**config.mk**
```make
export PLATFORM = sky130hd
export DESIGN_NAME = mmio_bus_router_flat
export DESIGN_NICKNAME = d
export VERILOG_FILES = /design/src/rtl/mmio_bus_pkg.sv /design/src/rtl/mmio_bus_if.sv /design/src/rtl/mmio_addr_decoder.sv /design/src/rtl/mmio_bus_router.sv /design/src/flat_wrapper.sv
export SDC_FILE = /design/constraint.sdc
export NUM_CORES = 1
export LEC_CHECK = 0
export BUFFER_PORTS_ARGS = -buffer_cell sky130_fd_sc_hd__clkbuf_2
export CAP_MARGIN = 15
export CORE_ASPECT_RATIO = 2
export CORE_MARGIN = 3
export CORE_UTILIZATION = 30
export DETAILED_ROUTE_END_ITERATION = 7
export SYNTH_ARGS = -nofsm -noshare
export SYNTH_HDL_FRONTEND = slang
export SYNTH_SLANG_ARGS = --single-unit
```
**constraint.sdc**
```tcl
create_clock -name clk -period 4.5 [get_ports clk]
set_clock_uncertainty 0.1 [all_clocks]
set_input_delay 0 -clock clk [delete_from_list [all_inputs] [get_ports clk]]
set_output_delay 0 -clock clk [all_outputs]
set_load 0.01 [all_outputs]
```
**src/rtl/mmio_bus_pkg.sv**
```systemverilog
// Shared types and default address map for the MMIO router slice.
package mmio_bus_pkg;

  typedef enum logic [1:0] {IDLE, BUSY, RESP} state_t;

  // Index 0 = RAM, 1 = LEDs, 2 = switches, 3 = UART
  localparam logic [3:0][31:0] DEF_BASE = {32'h1000_0020, 32'h1000_0010,
                                           32'h1000_0000, 32'h0000_0000};
  localparam logic [3:0][31:0] DEF_MASK = {32'hFFFF_FFF0, 32'hFFFF_FFF0,
                                           32'hFFFF_FFF0, 32'hFFFF_0000};

  localparam logic [31:0] ERR_DATA_DEF = 32'hDEAD_BEEF;

endpackage

```
**src/rtl/mmio_bus_if.sv**
```systemverilog
// Core-side request/response handshake of the MMIO router.
interface mmio_bus_if #(
  parameter int unsigned ADDR_W = 32,
  parameter int unsigned DATA_W = 32
);
  logic              m_req;
  logic              m_we;
  logic [ADDR_W-1:0] m_addr;
  logic [DATA_W-1:0] m_wdata;
  logic              m_ready;
  logic              m_done;
  logic [DATA_W-1:0] m_rdata;
  logic              m_err;

  modport master (output m_req, m_we, m_addr, m_wdata,
                  input  m_ready, m_done, m_rdata, m_err);

  modport slave  (input  m_req, m_we, m_addr, m_wdata,
                  output m_ready, m_done, m_rdata, m_err);
endinterface

```
**src/rtl/mmio_addr_decoder.sv**
```systemverilog
// Combinational base/mask window decode; lowest-index hit wins on overlap.
module mmio_addr_decoder #(
  parameter int unsigned N_SLAVES = 4,
  parameter int unsigned ADDR_W   = 32,
  parameter logic [N_SLAVES-1:0][ADDR_W-1:0] SLV_BASE = '0,
  parameter logic [N_SLAVES-1:0][ADDR_W-1:0] SLV_MASK = '0
) (
  input  logic [ADDR_W-1:0]   addr,
  output logic [N_SLAVES-1:0] hit,
  output logic                any_hit
);

  always_comb begin
    hit     = '0;
    any_hit = 1'b0;
    for (int unsigned i = 0; i < N_SLAVES; i++) begin
      if (!any_hit && ((addr & SLV_MASK[i]) == SLV_BASE[i])) begin
        hit[i]  = 1'b1;
        any_hit = 1'b1;
      end
    end
  end

endmodule

```
**src/rtl/mmio_bus_router.sv**
```systemverilog
// Registered single-outstanding MMIO interconnect with timeout and error logging.
module mmio_bus_router
  import mmio_bus_pkg::*;
#(
  parameter int unsigned N_SLAVES = 4,
  parameter int unsigned ADDR_W   = 32,
  parameter int unsigned DATA_W   = 32,
  parameter logic [N_SLAVES-1:0][ADDR_W-1:0] SLV_BASE = DEF_BASE,
  parameter logic [N_SLAVES-1:0][ADDR_W-1:0] SLV_MASK = DEF_MASK,
  parameter int unsigned TIMEOUT  = 255,
  parameter logic [DATA_W-1:0] ERR_DATA = DATA_W'(ERR_DATA_DEF)
) (
  input  logic                       clk,
  input  logic                       rst,
  mmio_bus_if.slave                  bus,
  output logic [N_SLAVES-1:0]        s_sel,
  output logic                       s_we,
  output logic [ADDR_W-1:0]          s_addr,
  output logic [DATA_W-1:0]          s_wdata,
  input  logic [N_SLAVES-1:0]        s_ack,
  input  logic [N_SLAVES*DATA_W-1:0] s_rdata,
  output logic [ADDR_W-1:0]          err_addr,
  output logic [7:0]                 err_cnt
);

  state_t              state_q, state_d;
  logic [N_SLAVES-1:0] hit;
  logic                any_hit;
  logic [15:0]         tmo_cnt;
  logic                tmo_hit;
  logic                ack_sel;
  logic [DATA_W-1:0]   sel_rdata;
  logic [DATA_W-1:0]   rdata_q;
  logic                err_q;

  mmio_addr_decoder #(
    .N_SLAVES (N_SLAVES),
    .ADDR_W   (ADDR_W),
    .SLV_BASE (SLV_BASE),
    .SLV_MASK (SLV_MASK)
  ) u_dec (
    .addr    (bus.m_addr),
    .hit     (hit),
    .any_hit (any_hit)
  );

  // Only the selected slave's ack and data matter; stray acks are masked off.
  assign ack_sel = |(s_ack & s_sel);
  assign tmo_hit = (tmo_cnt == 16'(TIMEOUT - 1));

  always_comb begin
    sel_rdata = '0;
    for (int unsigned i = 0; i < N_SLAVES; i++) begin
      if (s_sel[i]) sel_rdata = sel_rdata | s_rdata[i*DATA_W +: DATA_W];
    end
  end

  always_comb begin
    state_d = state_q;
    case (state_q)
      IDLE:    if (bus.m_req) state_d = any_hit ? BUSY : RESP;
      BUSY:    if (ack_sel || tmo_hit) state_d = RESP;
      RESP:    state_d = IDLE;
      default: state_d = IDLE;
    endcase
  end

  always_ff @(posedge clk or posedge rst) begin
    if (rst) begin
      state_q  <= IDLE;
      s_sel    <= '0;
      s_we     <= 1'b0;
      s_addr   <= '0;
      s_wdata  <= '0;
      tmo_cnt  <= '0;
      rdata_q  <= '0;
      err_q    <= 1'b0;
      err_addr <= '0;
      err_cnt  <= '0;
    end else begin
      state_q <= state_d;
      case (state_q)
        IDLE: begin
          if (bus.m_req) begin
            s_we    <= bus.m_we;
            s_addr  <= bus.m_addr;
            s_wdata <= bus.m_wdata;
            tmo_cnt <= '0;
            if (any_hit) begin
              s_sel <= hit;
            end else begin
              err_q    <= 1'b1;
              rdata_q  <= ERR_DATA;
              err_addr <= bus.m_addr;
              if (err_cnt != 8'hFF) err_cnt <= err_cnt + 8'd1;
            end
          end
        end
        BUSY: begin
          tmo_cnt <= tmo_cnt + 16'd1;
          // Ack is tested first so it beats a coincident timeout.
          if (ack_sel) begin
            s_sel   <= '0;
            rdata_q <= s_we ? '0 : sel_rdata;
            err_q   <= 1'b0;
          end else if (tmo_hit) begin
            s_sel    <= '0;
            rdata_q  <= ERR_DATA;
            err_q    <= 1'b1;
            err_addr <= s_addr;
            if (err_cnt != 8'hFF) err_cnt <= err_cnt + 8'd1;
          end
        end
        RESP:    err_q <= 1'b0;
        default: err_q <= 1'b0;
      endcase
    end
  end

  assign bus.m_ready = (state_q == IDLE);
  assign bus.m_done  = (state_q == RESP);
  assign bus.m_rdata = rdata_q;
  assign bus.m_err   = err_q;

endmodule

```
**src/flat_wrapper.sv**
```systemverilog
// flat-port wrapper written by rule: the top's interface ports become plain ports
module mmio_bus_router_flat import mmio_bus_pkg::*;
#(
  parameter int unsigned N_SLAVES = 4,
  parameter int unsigned ADDR_W   = 32,
  parameter int unsigned DATA_W   = 32,
  parameter logic [N_SLAVES-1:0][ADDR_W-1:0] SLV_BASE = DEF_BASE,
  parameter logic [N_SLAVES-1:0][ADDR_W-1:0] SLV_MASK = DEF_MASK,
  parameter int unsigned TIMEOUT  = 255,
  parameter logic [DATA_W-1:0] ERR_DATA = DATA_W'(ERR_DATA_DEF)
)
  (clk, rst, s_sel, s_we, s_addr, s_wdata, s_ack, s_rdata, err_addr, err_cnt, bus_m_req, bus_m_we, bus_m_addr, bus_m_wdata, bus_m_ready, bus_m_done, bus_m_rdata, bus_m_err);
  mmio_bus_if #(.ADDR_W(ADDR_W), .DATA_W(DATA_W)) bus_i ();
  input  logic clk;
  input  logic rst;
  output logic [N_SLAVES-1:0] s_sel;
  output logic s_we;
  output logic [ADDR_W-1:0] s_addr;
  output logic [DATA_W-1:0] s_wdata;
  input  logic [N_SLAVES-1:0] s_ack;
  input  logic [N_SLAVES*DATA_W-1:0] s_rdata;
  output logic [ADDR_W-1:0] err_addr;
  output logic [7:0] err_cnt;
  input wire logic [$bits(bus_i.m_req)-1:0] bus_m_req;
  input wire logic [$bits(bus_i.m_we)-1:0] bus_m_we;
  input wire logic [$bits(bus_i.m_addr)-1:0] bus_m_addr;
  input wire logic [$bits(bus_i.m_wdata)-1:0] bus_m_wdata;
  output wire logic [$bits(bus_i.m_ready)-1:0] bus_m_ready;
  output wire logic [$bits(bus_i.m_done)-1:0] bus_m_done;
  output wire logic [$bits(bus_i.m_rdata)-1:0] bus_m_rdata;
  output wire logic [$bits(bus_i.m_err)-1:0] bus_m_err;
  assign bus_i.m_req = bus_m_req;
  assign bus_i.m_we = bus_m_we;
  assign bus_i.m_addr = bus_m_addr;
  assign bus_i.m_wdata = bus_m_wdata;
  assign bus_m_ready = bus_i.m_ready;
  assign bus_m_done = bus_i.m_done;
  assign bus_m_rdata = bus_i.m_rdata;
  assign bus_m_err = bus_i.m_err;
  mmio_bus_router #(.N_SLAVES(N_SLAVES), .ADDR_W(ADDR_W), .DATA_W(DATA_W), .SLV_BASE(SLV_BASE), .SLV_MASK(SLV_MASK), .TIMEOUT(TIMEOUT), .ERR_DATA(ERR_DATA)) u_core (.clk(clk), .rst(rst), .bus(bus_i), .s_sel(s_sel), .s_we(s_we), .s_addr(s_addr), .s_wdata(s_wdata), .s_ack(s_ack), .s_rdata(s_rdata), .err_addr(err_addr), .err_cnt(err_cnt));
endmodule
```
# ---- After elaboration in Yosys (flattened, before gate mapping)
# Cells that the tools add are included.
dict set report classes {
  addsub 2
  eq_ne 14
  muxes 44
  n_bitwise 4
  reduce_logical 18
}
# op n
set ops {}
lappend ops {{32-bit two-way mux} 13}
lappend ops {{32-bit case mux with 2 select lines} 2}
lappend ops {{32-bit bitwise OR} 3}
lappend ops {{28-bit by 25-bit == test with 1-bit output (second input constant)} 3}
lappend ops {{8-bit two-way mux} 5}
lappend ops {{32-bit zero test} 1}
lappend ops {{16-bit case mux with 2 select lines} 1}
lappend ops {{16-bit by 1-bit adder with 16-bit output (second input constant)} 1}
lappend ops {{16-bit by 8-bit == test with 1-bit output (second input constant)} 1}
lappend ops {{16-bit two-way mux} 1}
lappend ops {{4-bit two-way mux} 4}
lappend ops {{8-bit case mux with 2 select lines} 1}
lappend ops {{1-bit two-way mux} 11}
lappend ops {{8-bit by 1-bit adder with 8-bit output (second input constant)} 1}
lappend ops {{8-bit inequality test (second input constant)} 1}
lappend ops {{4-bit case mux with 2 select lines} 1}
lappend ops {{4-bit AND reduction} 2}
lappend ops {{2-bit two-way mux} 3}
lappend ops {{2-bit by 1-bit inequality test with 1-bit output (second input constant)} 3}
lappend ops {{2-bit inequality test (second input constant)} 3}
lappend ops {{2-bit AND reduction} 3}
lappend ops {{5-bit AND reduction} 1}
lappend ops {{4-bit AND} 1}
lappend ops {{2-bit case mux with 2 select lines} 1}
lappend ops {{11 further kinds} 15}
dict set report totals {
  ff_bits 160
  input_bits 200
  output_inout_bits 144
  elab_cells 92
}

# ---- Logic depth before layout (Yosys ltp)
# Gate-level depths: netlist of the first run.
dict set report depth {
  ltp_word 14
  depth_mapped 9
}

# ---- Hierarchy
# Synthesis of the first run repeated with hierarchy kept, for this count alone.
dict set report hier_totals {
  hier_cells 808
  hier_area_um2 7435.9
}
# module instances cells_each area_per_inst_um2
set modules_own_cells {}
lappend modules_own_cells {mmio_bus_router 1 789 7272.0}
lappend modules_own_cells {mmio_addr_decoder 1 19 163.9}

# ---- Worst setup path before layout of the first run
# OpenSTA, ideal clock, no wires.
dict set report synth_timing {
  path_type {reg-to-reg}
  startpoint {register u_core.tmo_cnt[0]}
  endpoint {register u_core.err_addr[0]}
  arrival_time_ps 1870
  path_slack_ps 2403
  stages_incl_launch_ff 10
  path_buffers 2
  period_less_slack_ps 2097
  path_cell_list {dfrtp_1 -> inv_1 -> ha_1 -> and4b_1 -> nand4_1 -> a211oi_2 -> and2_4 -> buf_6 -> buf_12 -> a31oi_2}
}
dict set report synth_between {
  elab_chain_len 3
}
# element line_no
set synth_lines {}
lappend synth_lines {{start: declaration} mmio_bus_router.sv:29} ;# logic [15:0] tmo_cnt;
lappend synth_lines {{start signal: assignment} mmio_bus_router.sv:100} ;# tmo_cnt <= tmo_cnt + 16'd1;
lappend synth_lines {{16-bit by 8-bit == test with 1-bit output} mmio_bus_router.sv:49} ;# assign tmo_hit = (tmo_cnt == 16'(TIMEOUT - 1));
lappend synth_lines {{2-bit by 1-bit inequality test with 1-bit output (no line)} -}
lappend synth_lines {{5-bit AND reduction (no line)} -}
lappend synth_lines {{end signal: assignment} mmio_bus_router.sv:94} ;# err_addr <= bus.m_addr;
lappend synth_lines {{end signal: assignment} mmio_bus_router.sv:110} ;# err_addr <= s_addr;
lappend synth_lines {{end: declaration} mmio_bus_router.sv:22} ;# output logic [ADDR_W-1:0] err_addr,
# Every way passes these cells.
# A chain may end at the register's enable or synchronous reset.

# ---- Final worst setup path of the first run
dict set report layout_timing {
  startpoint {input bus_m_addr[10]}
  endpoint {register u_core.err_q, in the netlist u_core.bus.m_err}
}
dict set report layout_between {
  elab_chain_len 11
  elab_cells_between_ends 13
}
# element line_no
set layout_lines {}
lappend layout_lines {{start: declaration} flat_wrapper.sv:26} ;# input wire logic [$bits(bus_i.m_addr)-1:0] bus_m_addr;
lappend layout_lines {{28-bit by 25-bit == test with 1-bit output} mmio_addr_decoder.sv:17} ;# if (!any_hit && ((addr & SLV_MASK[i]) == SLV_BASE[i])) begin
lappend layout_lines {{1-bit logical AND} mmio_addr_decoder.sv:17}
lappend layout_lines {{1-bit two-way mux} mmio_addr_decoder.sv:17}
lappend layout_lines {{1-bit zero test} mmio_addr_decoder.sv:17}
lappend layout_lines {{1-bit logical AND} mmio_addr_decoder.sv:17}
lappend layout_lines {{1-bit two-way mux} mmio_addr_decoder.sv:17}
lappend layout_lines {{1-bit zero test} mmio_addr_decoder.sv:17}
lappend layout_lines {{1-bit logical AND} mmio_addr_decoder.sv:17}
lappend layout_lines {{1-bit two-way mux (*)} mmio_addr_decoder.sv:17}
lappend layout_lines {{2-bit inequality test (no line) (*)} -}
lappend layout_lines {{3-bit AND reduction (no line) (*)} -}
lappend layout_lines {{end signal: assignment} mmio_bus_router.sv:77} ;# err_q <= 1'b0;
lappend layout_lines {{end signal: assignment} mmio_bus_router.sv:92} ;# err_q <= 1'b1;
lappend layout_lines {{end signal: assignment} mmio_bus_router.sv:105} ;# err_q <= 1'b0;
lappend layout_lines {{end: declaration} mmio_bus_router.sv:34} ;# logic err_q;
# Every way passes the cells marked *; elsewhere a longest branch is shown, timed or not.

==> reports/results.ini, run 1 <==
[layout]
antenna_cells_inserted = 0
filler_cell_count = 2347
layout_cells_sized_above_1_pct = 43.3
final_util_pct = 46.2
finish.cell_count_without_fillers = 1483
num-nets-final = 1337
layout-area-overhead-vs-synth_pct = 50.5

[cts]
tritoncts_clock_tree = done
cts_buffers = 17
number_of_resized_instances_in_the_post_cts_repair_step = 0
cts.reportedPaths.clkPinSlew_ps = 60
cts_num_sinks = 160
clock_path_buffers = 2
clock_latency_ps = 440
cts-root-buf = clkbuf_16
cts.htree.levels = 4

[sta]
max_slew_margin_pct = 34.5
setup_viol = 0
layout_min_cycle_time_ps = 2790
timing.final.max_slew_violations = 0
layout_worst_path_cycle_share_pct = 62.1
max_freq_mhz = 358
fin_setup_tns_ps = 0
setup_repair_after_global_routing_missed_its_margin = no
actual_slew_at_the_worst_max_slew_pin_ps = 981
finalHoldViolations = 0
post-route-worst-setup-slack_ps = 1710

[logic_synthesis]
synth-adder-area-share_pct = 0.487
synth_area_leaders = dfrtp_1, mux2_2, a31oi_2
post_synth_and_or_nand_nor_area_fraction_pct = 9.59
ys_types = 51
synth_enable_flop_cells = 0
net_count_after_synthesis = 886
syn_area_per_cell_um2 = 11.3
postSynthRegisterBits = 160
synth_top_cell_area_share_pct = 51.9
synth.yosys.seq_area_share_pct = 51.9
synth-compound-area-share_pct = 21.6
ys_warn_count = 0
async_flop_share_pct = 100
synthesis.instances = 683
dominantRegCellSynth = dfrtp_1
post_synth_instance_area_um2 = 7710
synthMuxAreaShare_pct = 10.4
yosys.area.top_type = dfrtp_1
xor_and_xnor_fraction_of_the_mapped_netlist_area_pct = 1.59
synth_top_family_by_area = compound AO/OA/AOI/OAI gates

[worst_setup_path]
path_class = in -> reg
required_ps = 4720
critPathMaxFanout = 40
cp-end-kind = flip-flop
cp.arrival_ps = 3010
timing.critical_path.from_type = input pin

[placement]
placed_cells_incl_taps = 1320
dp_hpwl_mm = 19.1
place_congestion = 0.904
port_buffers = 343
detailedPlace.worstSlack_ps = 1730

[outcome]
outcome = finished clean

[power]
static-leakage-power_uw = 0.00506
power_after_layout_uw = 6260
ir_drop_v = 0.000301
power.density_nw_per_um2 = 540

[global_route]
grt.met3_usage_pct = 3.79
use_met2_pct = 35.4
first_global_vias = 7949
maximum_number_of_pins_on_one_net_before_global_route_repair = 80
global_route.usage.met1_pct = 20.6
grt_pass1_wl_mm = 41.9
overflow = 0
antenna_found_initial = 2
grt_busiest_layer = met2
total_grt_usage_pct = 19.3

[route]
drcViolationCount = 0
dr.first_iter.drc_count = 399
wire_per_inst_um = 18.2
detailed_route_wire_length_mm = 27.0
drt_first_pass_iters = 5
vias = 7386
post_drt_via_cell_ratio = 4.98
postRouteAntennaNets = 0

[floorplanning]
floorplan.core_area_um2 = 25100
start_util_pct = 30.7
die_height_um = 233
floorplan.rows = 82
dieArea_um2 = 27800
chipWidth_um = 119
top_level_ports = 344

[min_path]
worstHoldPathType = in -> async

[flow_run]
max_cap_violations = 0

-- registers in the layout, summed over array words and instances (netlist names) --
signal / flops
u_core.err_cnt: 8
u_core.s_addr: 32
u_core.s_we: 1
u_core.s_sel: 4
u_core.bus.m_err: 1
u_core.bus.m_rdata: 32
u_core.tmo_cnt: 16
u_core.s_wdata: 32
u_core.err_addr: 32
u_core.state_q: 2
-- Yosys cell counts, types with 10 or more instances --
cell	count
buf_2	10
a221oi_1	32
nor2_1	16
mux2_2	70
nand2_1	73
a31oi_2	29
nand3_1	13
xnor2_1	11
o21ai_0	33
a22o_1	32
dfrtp_1	160
o21a_1	24
clkbuf_1	35
a21oi_1	39
inv_1	17
-- cell families (layout without fill, tap and decap cells) --
family	Yosys count	count (layout)
simple gates	149	149
fa+ha+maj	3	3
mux	71	71
compound gates	216	216
flops	160	160
buf+inv	70	534
xor+xnor	14	14
-- final timing paths --
path	startpoint	endpoint	slack, ps	cells after the start
max	bus_m_addr[10]	u_core.bus.m_err$_DFFE_PP0P_	1710	7
min	rst	u_core.bus.m_rdata[6]$_DFFE_PP0P_	170	3
max reg2reg	u_core.tmo_cnt[0]$_DFFE_PP0P_	u_core.err_addr[18]$_DFFE_PP0P_	1770	8
min reg2reg	u_core.bus.m_rdata[2]$_DFFE_PP0P_	u_core.bus.m_rdata[2]$_DFFE_PP0P_	390	1
max in group asynchronous	rst	u_core.s_addr[23]$_DFFE_PP0P_	3030	4
min in group clk	bus_m_wdata[24]	u_core.s_wdata[24]$_DFFE_PP0P_	230	3
-- final cells by class --
type,count,area [um^2],share of cell area (%)
clock buffers,22,454,3.91
clock inverters,10,150,1.29
inverters,17,68.8,0.593
multi-input cells,453,3400,29.3
flip-flops and latches,160,4000,34.5
well taps,336,420,3.62
repair buffers,485,3110,26.8
-- cells in the final DEF (no fill, tap or decap), types with 2 or more instances in the layout --
master / count
dfrtp_1: 160
a22o_1: 32
a31oi_2: 29
ha_1: 3
xor2_1: 3
clkbuf_2: 343
or3_1: 7
clkbuf_1: 4
nor4_1: 4
dlygate4sd3_1: 131
a22oi_1: 2
a31oi_1: 5
nor4_2: 2
nor4b_1: 2
nor3_1: 9
nand4_1: 4
inv_6: 4
inv_1: 16
a221oi_1: 32
nand3_1: 13
o21ai_0: 33
o21bai_1: 2
nand2_1: 73
o22ai_1: 8
xnor2_1: 11
and2_4: 2
bufinv_16: 3
and2_1: 2
a21oi_1: 38
clkbuf_16: 17
and3_1: 3
clkinv_4: 3
nor2b_1: 2
buf_4: 11
nor2_1: 16
a21oi_2: 2
nand2b_1: 2
o21a_1: 24
mux2_2: 70
-- layer usage --
layer / part of all wire, % / vias up
li1: - / 3433
met1: 37 / 3619
met2: 55 / 269
met3: 4.0 / 61
met4: 4.6 / 4
met5: 0.12 / -
-- report_power, final --
part | internal (uW) | switching [uW] | leakage [uW] | total, uW
clock | 896 | 604 | 0.000290 | 1500
combinational | 1080 | 1360 | 0.00292 | 2430
sequential | 1940 | 386 | 0.00186 | 2330
total | 3920 | 2350 | 0.00506 | 6260
-- repair_timing --
item | CTS | global route
hold buffers | 131 | 0
setup buffers | 0 | 0
hold endpoints to repair | 213 | 0
-- critical path, stage by stage --
cell	delay [ps]
dlygate4sd3_1	530
clkbuf_2	130
nor4_1	770
a31oi_1	210
or4_4	710
and2_4	410
o21bai_1	230
-- per-stage QoR --
step                cell area [um^2]  hold slack (ps)
CTS                            11600              153
global route                   11600              222
floorplan                       7710             28.7
detailed placement              9690             82.3
global placement                9690             85.5
finish                         11600              165
No activity file was read; power rests on OpenSTA's default activity.
==> inputs of run 2 (changes only) <==
- clock period: 4.5 -> 2.4 ns (I/O delays scaled with it)
==> run 2 against run 1 <==
Effect of this change: setup slack worse by 1600 ps; cell count is 1.5% higher; count of clock-buffer cells in the layout is 1 lower; combinational power is 97% higher; final area is 2.1% higher; flip-flop and latch count stayed put; critical path depth is 2 higher; critical path type unchanged; largest cell class unchanged; die area stayed put; sequential share of layout area is 0.72 points lower.
==> reports/results.ini, run 2 (synthesis results as in run 1) <==
[sta]
layout_worst_path_cycle_share_pct = 93.6
timing.final.max_slew_violations = 0  ; unchanged
finalHoldViolations = 0  ; unchanged
max_freq_mhz = 445
setup_repair_after_global_routing_missed_its_margin = no
actual_slew_at_the_worst_max_slew_pin_ps = 931  ; -50.0 ps
max_slew_margin_pct = 37.2  ; +2.7 points
layout_min_cycle_time_ps = 2250
setup_viol = 0  ; unchanged
fin_setup_tns_ps = 0  ; unchanged

[floorplanning]
chipWidth_um = 119  ; unchanged
floorplan.rows = 82  ; unchanged
top_level_ports = 344  ; unchanged
dieArea_um2 = 27800  ; unchanged
start_util_pct = 30.7  ; unchanged
die_height_um = 233  ; unchanged
floorplan.core_area_um2 = 25100  ; unchanged

[min_path]
worstHoldPathType = in -> async

[layout]
layout_commonest_cell = clkbuf_2
finish.instance_area_um2 = 11900  ; +2.1%
layout-area-overhead-vs-synth_pct = 53.7
layout_cells_sized_above_1_pct = 44.5  ; +1.2 points
mostFrequentLayoutCells = clkbuf_2, dfrtp_1, dlygate4sd3_1
num-nets-final = 1359  ; +1.6%
finish.cell_count_without_fillers = 1505  ; +1.5%
final_util_pct = 47.1  ; +0.98 points
filler_cell_count = 2358  ; +0.47%

[route]
post_drt_via_cell_ratio = 4.99  ; +0.13%
dr.first_iter.drc_count = 257  ; -36%
vias = 7505  ; +1.6%
detailed_route_wire_length_mm = 27.4  ; +1.4%
drcViolationCount = 0  ; unchanged
routed-wl-met3_um = 984  ; -8.2%
met1_length_mm = 10.0  ; +1.7%
route.top_layer_used = met4
wire_per_inst_um = 18.2  ; -0.11%
postRouteAntennaNets = 0  ; unchanged
met2_length_mm = 15.3  ; +3.5%
drt_first_pass_iters = 5  ; unchanged

[global_route]
total_grt_usage_pct = 19.4  ; +0.095 points
first_global_vias = 7859  ; -1.1%
grt_pass1_wl_mm = 42.3  ; +1.0%
maximum_number_of_pins_on_one_net_before_global_route_repair = 45  ; -44%
overflow = 0  ; unchanged
antenna_found_initial = 1  ; -1

[power]
power.density_nw_per_um2 = 1010  ; +88%
ir_drop_v = 0.000579  ; +92%
power_after_layout_uw = 12000  ; +92%
static-leakage-power_uw = 0.00520  ; +2.6%

[worst_setup_path]
worst_path_dominant_cell_family = simple AND/OR/NAND/NOR gates
critPathMaxFanout = 19  ; -53%
cp.arrival_ps = 2500  ; -510 ps
path_class = in -> reg
cp-end-kind = flip-flop
worst_path_largest_cell_delay_ps = 530  ; -240 ps
worstPathCellList = dlygate4sd3_1 > clkbuf_2 > nor4_1 > buf_4 > a31oi_1 > or4_4 > and2_4 > buf_12 > a31oi_2
timing.critical_path.from_type = input pin
worst_path_max_delay_cell = dlygate4sd3_1
required_ps = 2650  ; -2070 ps
timing.critical_path.buf_inv = 4  ; +2

[flow_run]
max_cap_violations = 0  ; unchanged

[placement]
dp_hpwl_mm = 19.7  ; +3.4%
place_congestion = 0.888  ; -1.8%
placed_area_um2 = 9930  ; +2.5%
placed_cells_incl_taps = 1342  ; +1.7%
port_buffers = 343  ; unchanged

[cts]
tritoncts_clock_tree = done
cts.htree.levels = 4  ; unchanged
clock_latency_ps = 430  ; about the same
cts_num_sinks = 160  ; unchanged
cts_setup_buffers = 0  ; unchanged
cts.reportedPaths.clkPinSlew_ps = 70  ; about the same
cts_buffers = 17  ; unchanged
cts-root-buf = clkbuf_16
clock_path_buffers = 2  ; unchanged

[outcome]
outcome = finished clean

## run 2: changes by cell type in the layout (fill, tap and decap cells not counted)
cell / before / now
clkbuf_8: 1 / 2
inv_6: 4 / 3
clkinv_4: 3 / 1
diode_2: 0 / 1
inv_8: 0 / 1
buf_12: 0 / 6
clkinv_2: 0 / 1
clkinvlp_4: 1 / 2
buf_4: 11 / 27
clkbuf_1: 4 / 2
## run 2: worst paths after layout
path / start / slack [ps] / to / cells after the start
worst max-delay path: bus_m_addr[10] / 150 / u_core.err_addr[26]$_DFFE_PP0P_ / 9
worst min-delay path: rst / 190 / u_core.err_cnt[4]$_DFFE_PP0P_ / 3
worst max register to register: u_core.s_sel[3]$_DFFE_PP0P_ / 230 / u_core.bus.m_rdata[2]$_DFFE_PP0P_ / 6
worst min register to register: u_core.bus.m_rdata[1]$_DFFE_PP0P_ / 390 / u_core.bus.m_rdata[1]$_DFFE_PP0P_ / 1
max in group asynchronous: rst / 1300 / u_core.err_addr[13]$_DFFE_PP0P_ / 4
min in group clk: bus_m_wdata[30] / 230 / u_core.s_wdata[30]$_DFFE_PP0P_ / 3
## run 2: metrics by stage
stage / worst slack [ps] / hold slack (ps)
after floorplan: 271 / 28.7
after global placement: 240 / 113
after detailed placement: 205 / 114
after CTS: 120 / 177
after global routing: 17.4 / 217
final: 153 / 194
## run 2: routing by layer
layer	track usage, %	up-vias
met5	0	-
met4	9.04	0
met3	3.53	62
met2	36.4	257
met1	20.8	3706
li1	-	3480
## run 2: final cells by class
cell class	instances	area, um^2	share of cell area, %
multi-input combinational	453	3400	28.7
clock buffer	21	460	3.89
antenna	1	2.50	0.0211
inverter	17	67.6	0.570
tap	336	420	3.55
timing repair buffer	507	3350	28.3
clock inverter	10	149	1.26
sequential	160	4000	33.8
## run 2: what timing repair did
item / in CTS / in global routing
hold buffers: 131 / 0
endpoints found under the hold margin: 163 / 0
gates resized for setup: 0 / 0
## run 2: worst min-delay path, delay by kind of cell
kind | cells | cell delay [ps]
buf+inv | 3 | 1220
## run 2: power by group
part	leakage, uW	switching (uW)	total [uW]	internal, uW
Combinational	0.00304	2560	4780	2220
Sequential	0.00186	727	4370	3650
Clock	0.000296	1160	2870	1700
Total	0.00520	4450	12000	7570
==> inputs of run 3 (changes only) <==
- clock period: 2.4 -> 2.1 ns (I/O delays scaled with it)
==> run 3 against run 2 <==
Effect of this change: the flow now finishes with violations (negative setup slack); flip-flop and latch count unchanged; setup slack got worse by 240 ps; final area increased by 7.8%; sequential share of layout area decreased by 2.5 points; critical path depth decreased by 1; first-iteration DRC count increased by 39%; combinational power increased by 38%; critical endpoint is now u_core.err_addr[3]$_DFFE_PP0P_; largest power group unchanged; highest routed layer unchanged.
==> reports/results.ini, run 3 (synthesis results as in run 1) <==
[outcome]
outcome = complete, but fails checks
failed_checks = negative setup slack

[cts]
cts.htree.levels = 4  ; unchanged
tritoncts_clock_tree = done
cts_num_sinks = 160  ; unchanged
cts_buffers = 17  ; unchanged
clock_latency_ps = 440  ; about the same
cts.reportedPaths.clkPinSlew_ps = 70  ; about the same
cts-root-buf = clkbuf_16
clock_path_buffers = 2  ; unchanged

[route]
postRouteAntennaNets = 0  ; unchanged
vias = 7925  ; +5.6%
post_drt_via_cell_ratio = 5.07  ; +1.6%
drt_first_pass_iters = 4  ; -1
detailed_route_wire_length_mm = 29.6  ; +8.2%
wire_per_inst_um = 19.0  ; +4.1%
drcViolationCount = 0  ; unchanged
dr.first_iter.drc_count = 357  ; +39%

[global_route]
first_global_vias = 8282  ; +5.4%
grt_pass1_wl_mm = 45.2  ; +6.9%
maximum_number_of_pins_on_one_net_before_global_route_repair = 73  ; +62%
total_grt_usage_pct = 21.0  ; +1.5 points
overflow = 0  ; unchanged
antenna_found_initial = 4  ; +3

[placement]
dp_hpwl_mm = 20.2  ; +2.4%
placed_cells_incl_taps = 1363  ; +1.6%
place_congestion = 0.851  ; -4.1%
port_buffers = 343  ; unchanged

[worst_setup_path]
cp-end-kind = flip-flop
worstPathCellList = inv_1 > ha_2 > and4b_1 > nand4_1 > a211oi_4 > and2_4 > buf_12 > a31oi_2
timing.critical_path.from_type = flip-flop
timing.critical_path.buf_inv = 2  ; -2
worst_path_largest_cell_delay_ps = 390  ; -140 ps
worst_path_max_delay_cell = a211oi_4
worst_path_dominant_cell_family = simple AND/OR/NAND/NOR gates
path_class = reg -> reg
setup.worst_path.start = u_core.tmo_cnt[0]$_DFFE_PP0P_
critPathMaxFanout = 14  ; -5
required_ps = 2320  ; -330 ps
r2r-start = u_core.tmo_cnt[0]$_DFFE_PP0P_
cp.arrival_ps = 2400  ; -100 ps

[sta]
setup_repair_after_global_routing_missed_its_margin = yes
actual_slew_at_the_worst_max_slew_pin_ps = 586  ; -345 ps
timing.final.max_slew_violations = 0  ; unchanged
setup_viol = 68  ; +68
finalHoldViolations = 0  ; unchanged
post-route-worst-setup-slack_ps = -81.9  ; -235 ps
max_freq_mhz = 458
layout_min_cycle_time_ps = 2180
max_slew_margin_pct = 60.6  ; +23 points
layout_worst_path_cycle_share_pct = 104

[layout]
mostFrequentLayoutCells = clkbuf_2, dfrtp_1, dlygate4sd3_1
layout_cells_sized_above_1_pct = 47.0  ; +2.5 points
num-nets-final = 1414  ; +4.0%
finish.cell_count_without_fillers = 1564  ; +3.9%
layout-area-overhead-vs-synth_pct = 65.7
layout_commonest_cell = clkbuf_2
final_util_pct = 50.8  ; +3.7 points

[min_path]
worstHoldPathType = in -> async

[flow_run]
max_cap_violations = 0  ; unchanged

[floorplanning]
start_util_pct = 30.7  ; unchanged
top_level_ports = 344  ; unchanged
dieArea_um2 = 27800  ; unchanged
floorplan.core_area_um2 = 25100  ; unchanged
chipWidth_um = 119  ; unchanged
floorplan.rows = 82  ; unchanged
die_height_um = 233  ; unchanged

[power]
static-leakage-power_uw = 0.00559  ; +7.6%
ir_drop_v = 0.000635  ; +9.7%
power_after_layout_uw = 14800  ; +23%
power.density_nw_per_um2 = 1150  ; +14%

[run 3: timing repair]
item                                   in CTS  in global routing
buffers inserted                            4                  4
gates cloned                                1                  5
pin swaps                                  10                  8
endpoints found under the hold margin     299                  0
hold buffers                              157                  0
resized for setup                          15                 43
setup endpoints to repair                  75                 78
[run 3: stage by stage]
| step | setup TNS, ps | instance area (um^2) | worst slack (ps) | hold slack, ps |
|---|---|---|---|---|
| global placement | -4770 | 10100 | -151 | -52.1 |
| finish | -2960 | 12800 | -81.9 | 14.9 |
| floorplan | -4610 | 7710 | -28.8 | 28.7 |
| detailed placement | -6760 | 10100 | -184 | -64.3 |
| CTS | -2570 | 12400 | -68.8 | 6.34 |
| global route | -8730 | 12800 | -156 | 34.3 |
[run 3: area by class of cell]
| class | count | area (um^2) |
|---|---|---|
| antenna | 4 | 10.0 |
| clock buffer | 19 | 443 |
| clock inverter | 13 | 151 |
| fill | 2235 | 12400 |
| inverter | 17 | 67.6 |
| multi-input combinational | 453 | 3680 |
| sequential | 160 | 4000 |
| tap | 336 | 420 |
| timing repair buffer | 562 | 4000 |
[run 3: worst paths after layout]
check | end | slack [ps] | depth (start not counted)
worst max-delay path | u_core.err_addr[3]$_DFFE_PP0P_ | -80 | 8
worst min-delay path | u_core.err_addr[5]$_DFFE_PP0P_ | 10 | 3
worst max register to register | u_core.err_addr[3]$_DFFE_PP0P_ | -80 | 8
worst min register to register | u_core.bus.m_rdata[16]$_DFFE_PP0P_ | 390 | 1
max in group asynchronous | u_core.s_wdata[11]$_DFFE_PP0P_ | 1160 | 4
min in group clk | u_core.bus.m_rdata[3]$_DFFE_PP0P_ | 20 | 5
[run 3: worst min-delay path, cell delays in order]
cell and delay, ps:
dlygate4sd3_1 530, clkbuf_2 120, clkinvlp_4 310
[run 3: report_power, final]
group | internal (uW) | leakage [uW] | switching [uW]
sequential | 4170 | 0.00186 | 824
clock | 1800 | 0.000283 | 1380
combinational | 3230 | 0.00345 | 3360
total | 9200 | 0.00559 | 5550
[run 3: metal layers]
layer  vias to the layer above  global-route usage [%]  routed length (um)
met2                       346                    38.2               16600
met4                         0                    13.8                1760
met5                         -                       0                   0
met3                        96                    4.21                1350
met1                      3886                    21.4                9980
li1                       3597                       -                   -
